===== config.mk =====
export PLATFORM = sky130hd
export DESIGN_NAME = wire_router
export DESIGN_NICKNAME = d
export VERILOG_FILES = /design/src/rtl/router_pkg.sv /design/src/rtl/router_mux.sv /design/src/rtl/wire_router.sv
export SDC_FILE = /design/constraint.sdc
export NUM_CORES = 1
export LEC_CHECK = 0
export ABC_AREA = 1
export CAP_MARGIN = 20
export CORE_MARGIN = 4
export CORE_UTILIZATION = 45
export CTS_CLUSTER_SIZE = 8
export DETAILED_ROUTE_END_ITERATION = 10
export HOLD_SLACK_MARGIN = 0.03
export PLACE_DENSITY_LB_ADDON = 0.25
export SLEW_MARGIN = 20
export SYNTH_ARGS = -nofsm -noshare
export SYNTH_HDL_FRONTEND = slang
export SYNTH_SLANG_ARGS = --single-unit

===== constraint.sdc =====
create_clock -name clk -period 3.2 [get_ports clk]
set_clock_uncertainty 0.15 [all_clocks]
set_input_delay 0.32 -clock clk [delete_from_list [all_inputs] [get_ports clk]]
set_output_delay 0.32 -clock clk [all_outputs]
set_load 0.01 [all_outputs]

===== src/rtl/router_pkg.sv =====
// Shared types and helpers for the wire_router block: width helper, FSM
// encoding and the power-on routing map.
package router_pkg;

   typedef enum logic {
      IDLE   = 1'b0,
      COMMIT = 1'b1
   } state_t;

   // Index width for n items, never narrower than one bit.
   function automatic int width_of(input int n);
      return (n <= 2) ? 1 : $clog2(n);
   endfunction

   function automatic int default_map(input int j, input int n_in);
      return j % n_in;
   endfunction

endpackage


===== src/rtl/router_mux.sv =====
// One N_IN-to-1 channel selector, W bits wide, purely combinational.
module router_mux
   import router_pkg::*;
#(
   parameter  int N_IN = 3,
   parameter  int W    = 1,
   localparam int IW   = width_of(N_IN)
)
(
   input  logic [N_IN*W-1:0] i_in,
   input  logic [IW-1:0]     i_sel,
   output logic [W-1:0]      o_out
);

   // Out-of-range selects cannot reach here; they fall back to zero.
   always_comb begin
      o_out = '0;
      for (int k = 0; k < N_IN; k++) begin
         if (int'(i_sel) == k) begin
            o_out = i_in[k*W +: W];
         end
      end
   end

endmodule


===== src/rtl/wire_router.sv =====
// Registered N_IN-to-N_OUT channel router with a shadow routing table that is
// copied to the active table atomically on commit.
module wire_router
   import router_pkg::*;
#(
   parameter  int N_IN  = 3,
   parameter  int N_OUT = 4,
   parameter  int W     = 1,
   localparam int IW    = width_of(N_IN),
   localparam int OW    = width_of(N_OUT)
)
(
   input  logic               clk,
   input  logic               resetn,
   input  logic [N_IN*W-1:0]  in,
   output logic [N_OUT*W-1:0] out,
   input  logic               cfg_valid,
   output logic               cfg_ready,
   input  logic [OW-1:0]      cfg_idx,
   input  logic [IW-1:0]      cfg_sel,
   input  logic               cfg_commit,
   output logic               cfg_err
);

   state_t             r_state;
   state_t             w_state_next;
   logic               r_ready;
   logic               w_ready_next;
   logic               r_err;
   logic               w_err_next;
   logic               w_accept;
   logic               w_req_ok;
   logic               w_write;
   logic               w_commit;
   logic [IW-1:0]      r_shadow      [N_OUT];
   logic [IW-1:0]      r_active      [N_OUT];
   logic [IW-1:0]      w_shadow_next [N_OUT];
   logic [N_OUT*W-1:0] w_mux_out;
   logic [N_OUT*W-1:0] r_out;

   assign w_accept = cfg_valid && r_ready;
   assign w_req_ok = (int'(cfg_idx) < N_OUT) && (int'(cfg_sel) < N_IN);

   always_comb begin
      w_state_next = r_state;
      w_err_next   = 1'b0;
      w_write      = 1'b0;
      w_commit     = 1'b0;
      case (r_state)
         IDLE: begin
            if (w_accept) begin
               if (w_req_ok) begin
                  w_write = 1'b1;
                  if (cfg_commit) begin
                     w_commit     = 1'b1;
                     w_state_next = COMMIT;
                  end
               end else begin
                  w_err_next = 1'b1;
               end
            end
         end
         COMMIT:  w_state_next = IDLE;
         default: w_state_next = IDLE;
      endcase
      w_ready_next = (w_state_next == IDLE);
   end

   always_ff @(posedge clk) begin
      if (!resetn) begin
         r_state <= IDLE;
         r_ready <= 1'b0;
         r_err   <= 1'b0;
      end else begin
         r_state <= w_state_next;
         r_ready <= w_ready_next;
         r_err   <= w_err_next;
      end
   end

   // The committed copy must include the write arriving in the same cycle.
   genvar gi;
   generate
      for (gi = 0; gi < N_OUT; gi++) begin : g_chan
         assign w_shadow_next[gi] = (w_write && (int'(cfg_idx) == gi)) ? cfg_sel : r_shadow[gi];

         router_mux #(
            .N_IN (N_IN),
            .W    (W)
         ) u_mux (
            .i_in  (in),
            .i_sel (r_active[gi]),
            .o_out (w_mux_out[gi*W +: W])
         );
      end
   endgenerate

   always_ff @(posedge clk) begin
      if (!resetn) begin
         r_out <= '0;
         for (int j = 0; j < N_OUT; j++) begin
            r_shadow[j] <= IW'(default_map(j, N_IN));
            r_active[j] <= IW'(default_map(j, N_IN));
         end
      end else begin
         r_out <= w_mux_out;
         for (int j = 0; j < N_OUT; j++) begin
            r_shadow[j] <= w_shadow_next[j];
            if (w_commit) begin
               r_active[j] <= w_shadow_next[j];
            end
         end
      end
   end

   assign out       = r_out;
   assign cfg_ready = r_ready;
   assign cfg_err   = r_err;

endmodule


Yosys cells after proc, flatten, opt, wreduce, memory -nomap -nowiden
Memories as Yosys holds them, arrays and structs flattened.
Cells that the tools add are included.
{"block": "word_totals", "regBits": 7, "mem_bits_rw": 16, "input_bits": 11, "output_inout_bits": 6, "wordCells": 79, "n_memories": 2}
{"memory": "r_active", "words": 4, "width": 2, "rd": 4, "rd_clocked_by_memory_dff": 0, "wr": 4, "line_no": "wire_router.sv:36", "source": "logic [IW-1:0] r_active [N_OUT];"}
{"memory": "r_shadow", "words": 4, "width": 2, "rd": 4, "rd_clocked_by_memory_dff": 0, "wr": 4, "line_no": "wire_router.sv:35", "source": "logic [IW-1:0] r_shadow [N_OUT];"}
{"block": "classes", "magnitude_cmp": 1, "n_eq_ne": 11, "n_mux": 38, "bitwise_logic": 12, "reduce_logical": 11}
{"cell": "two-way mux 1 bit", "n": 25}
{"cell": "two-way mux 2 bit", "n": 12}
{"cell": "== test 2 bit (second input constant)", "n": 10}
{"cell": "zero test 2 bit", "n": 5}
{"cell": "OR 1 bit", "n": 8}
{"cell": "logical AND 1 bit", "n": 5}
{"cell": "NOT 1 bit", "n": 4}
{"cell": "OR reduction 3 bit", "n": 1}
{"cell": "== test 2 x 1 -> 1 bit (second input constant)", "n": 1}
{"cell": "less-than comparator 2 bit (second input constant)", "n": 1}
{"cell": "case mux 1 bit (2 select lines)", "n": 1}

Depth between registers and ports, before layout
{"block": "depth", "depth_word": 8, "ltp_mapped": 7, "depth_no_buf": 6}

Cells and area by module
Synthesis repeated with hierarchy kept, for this count alone.
{"block": "unflattened", "hier_cells": 129, "hier_area_um2": 1036.0}
{"mod": "wire_router", "n_inst": 1, "cells_per_inst": 105, "area_per_inst_um2": 925.9, "seq_area_each_um2": 540.5}
{"mod": "router_mux", "n_inst": 4, "cells_per_inst": 6, "area_per_inst_um2": 27.5, "seq_area_each_um2": 0.0}

Worst setup path before layout
No wires, ideal clock.
{"block": "synth_path", "kind": "reg-to-reg", "startpoint": "reg r_ready, in the netlist cfg_ready", "endpoint": "mem r_active[0][0] in the netlist's numbering (enable)", "setup_time_ns": 0.333, "arrival_time_ns": 0.859, "required_ns": 2.717, "path_slack_ns": 1.858, "stages_incl_launch_ff": 5, "path_buffers": 0, "period_less_slack_ns": 1.342, "cell_sequence": "dfxtp_1 > nand2_2 > nor2_4 > nand3_1 > nand2_1"}
{"element": "start, declared", "line_no": "wire_router.sv:27", "source": "logic r_ready;"}
{"element": "start signal, assigned", "line_no": "wire_router.sv:76", "source": "r_ready <= w_ready_next;"}
{"element": "end, declared", "line_no": "wire_router.sv:36"}

==> metrics.md <==
| Metric | Value |
|---|---|
| Leakage | `0.472 nW` |
| Top cells by count, synth | `nand2_1, nor2_1, dfxtp_1` |
| Clk_lat worst skew | `300 ps` |
| Final #Nets | `143` |
| GRT Resource Usage Total | `0.141` |
| First-pass GRT wire length | `3060 um` |
| Avg Vias per Cell | `4.96` |
| Worst Setup End Kind | `register` |
| Final worst slack | `1460 ps` |
| Post-Route WL | `1760 um` |
| MaxCap Viol Count | `0` |
| Crit path max fanout | `11` |
| Sequential area share after synthesis | `0.543` |
| Inserted Clock Buffers | `3` |
| FILL cells | `182` |
| Dpl cells | `154` |
| Worst-path cell chain | `clkdlybuf4s50_1, nand2_2, nor2_4, nand3_1, nand2_1` |
| Die X | `55.0 um` |
| Slowest CP cell | `clkdlybuf4s50_1` |
| Largest delay share family, worst path | `simple AND/OR/NAND/NOR gates` |
| Mapped cell area | `996 um^2` |
| CTS tree | `yes` |
| Post-route non-filler standard cell count | `158` |
| Global Route met2 Usage | `0.244` |
| Setup repair after global routing missed its margin | `false` |
| Die area | `3030 um^2` |
| Die Ht | `55.0 um` |
| Worst path required time | `3030 ps` |
| Place WS | `1140 ps` |
| GR peak layer | `met2` |
| Setup TNS Final | `0 ps` |
| Largest net degree at the start of global routing | `14` |
| Antenna violations before repair | `0` |
| Total gr overflow | `0` |
| Max H-tree Level | `1` |
| Register area | `541 um^2` |
| Main synth FF type | `dfxtp_1` |
| FF+latch count, synth | `23` |
| Clk sinks | `23` |
| Area leader, netlist | `dfxtp_1` |
| Syn Nets | `125` |
| Pins Over Slew Limit | `0` |
| Asr flop ratio synth | `0` |
| Max Clock Freq | `0.576 GHz` |
| Final Cycle Share | `0.542` |
| Initial Utilization | `0.493` |
| Final Hold Vio Count | `0` |
| Detailed Routing Iterations Pass 1 | `4` |
| Multi-input logic area | `373 um^2` |
| Hold slack | `359 ps` |
| Status | `finished, final reports clean` |
| Peak supply drop | `0.216 mV` |
| HP Class | `reg -> reg` |
| FP Rows | `16` |
| WP data arrival | `1570 ps` |
| EDFF count, synth | `8` |
| Hold-fix buffers at CTS | `0` |
| Core area | `2020 um^2` |
| Area contributors post-synth | `dfxtp_1, edfxtp_1, nand2_1` |
| Top Ports | `17` |
| HPWL Detailed | `1340 um` |
| Crit path largest cell delay | `490 ps` |
| Routed wire per std cell | `11.1 um` |
| Setup Buffers After CTS | `0` |
| Slew @ Worst Pin | `325 ps` |
| Synth top area share | `0.302` |
| Final Setup Violations | `0` |
| Met1 usage | `0.175` |
| Crit start category | `input port` |
| Post_cts resized | `0` |
| Vias in the first global route | `727` |
| N_diodes | `0` |
| Post-Syn Instances | `114` |
| GP Congestion | `0.911` |
| # DRC | `0` |
| First DRT Iteration DRCs | `20` |
| Max_slew headroom | `0.783` |
| M3 GR Usage | `0.0241` |
| Clock root cell | `clkbuf_4` |
| Pwr/cell area | `426 nW/um^2` |
| Antenna-violating nets left | `0` |
| Vias | `784` |
| Mapped Avg Cell Area | `8.74 um^2` |
| Netlist cell types | `19` |
| Clk slew on worst S/H paths | `120 ps` |
| Fin crit period | `1740 ps` |
| Worst Setup Path Type | `in -> reg` |
| Ys Warns | `0` |
| Layout cell share with drive strength beyond 1 | `0.168` |
| Port Buffers | `16` |
| Buf/Inv on CP | `1` |
| Max clock buf depth | `2` |
| Area growth from synthesis to layout | `20.0%` |
-- routing by layer --
metal	share of wire	vias up
met4	0.013	0
met2	0.47	18
met3	0.056	4
li1	-	412
met1	0.46	350
met5	0	-
-- area by class of cell --
cell class | count | share of cell area
repair buffers | 16 | 0.134
well taps | 27 | 0.0283
clock inverters | 1 | 0.00419
multi-input cells | 72 | 0.312
flip-flops and latches | 23 | 0.452
inverters | 16 | 0.0503
clock buffers | 3 | 0.0188
-- cells by family (layout without fill, tap and decap cells) --
group	count (synthesis)	count (layout)	synth area share
AND/OR/NAND/NOR	60	60	0.314
AO/OA/AOI/OAI	12	12	0.0603
buffers and inverters	19	36	0.0829
flip-flops	23	23	0.543
-- worst reg2reg max path, stage by stage (launching register included) --
cell and delay (ps):
dfxtp_1 400, nand2_2 90, nor2_4 250, nand3_1 150, nand2_1 290
-- final timing paths --
kind / slack (ps) / endpoint / cells after the start / startpoint
worst min register to register: 360 / r_shadow[1][0]$_SDFF_PN1_ / 2 / r_shadow[1][0]$_SDFF_PN1_
worst max register to register: 1570 / r_active[0][1]$_SDFFCE_PN0P_ / 4 / cfg_ready$_SDFF_PN0_
worst min-delay path: 360 / r_shadow[1][0]$_SDFF_PN1_ / 2 / r_shadow[1][0]$_SDFF_PN1_
worst max-delay path: 1460 / r_active[0][1]$_SDFFCE_PN0P_ / 5 / cfg_valid
-- stage by stage --
| stage | cell area, um^2 | total power, W | util |
|---|---|---|---|
| after floorplan | 996 | 0.000359 | - |
| after global placement | 1170 | 0.000386 | 0.577 |
| after detailed placement | 1170 | 0.000388 | 0.577 |
| after CTS | 1190 | 0.000514 | 0.591 |
| after global routing | 1190 | 0.000536 | 0.591 |
| final | 1190 | 0.000509 | 0.591 |
-- report_power, final --
group	switching [W]	internal, W
combinational	0.0000359	0.0000282
clock	0.0000802	0.0000466
sequential	0.00000482	0.000313
total	0.000121	0.000388
-- cells in the final DEF, fill, tap and decap left out --
cell and n:
a21oi_1 8, clkbuf_4 3, clkdlybuf4s50_1 16, clkinv_2 1, dfxtp_1 15, edfxtp_1 8, inv_1 7, inv_2 9
nand2_1 16, nand2_2 2, nand3_1 8, nand3_2 5, nand3b_1 4, nand4_1 6, nor2_1 16, nor2_2 1
nor2_4 1, nor3_1 1, o21ai_0 4
-- flip-flops by register name, summed over array words and instances (netlist names) --
signal	cells
r_active	8
r_shadow	8
cfg_err	1
out	4
cfg_ready	1
r_state	1
Note: power is estimated with default switching activity, not from simulation.
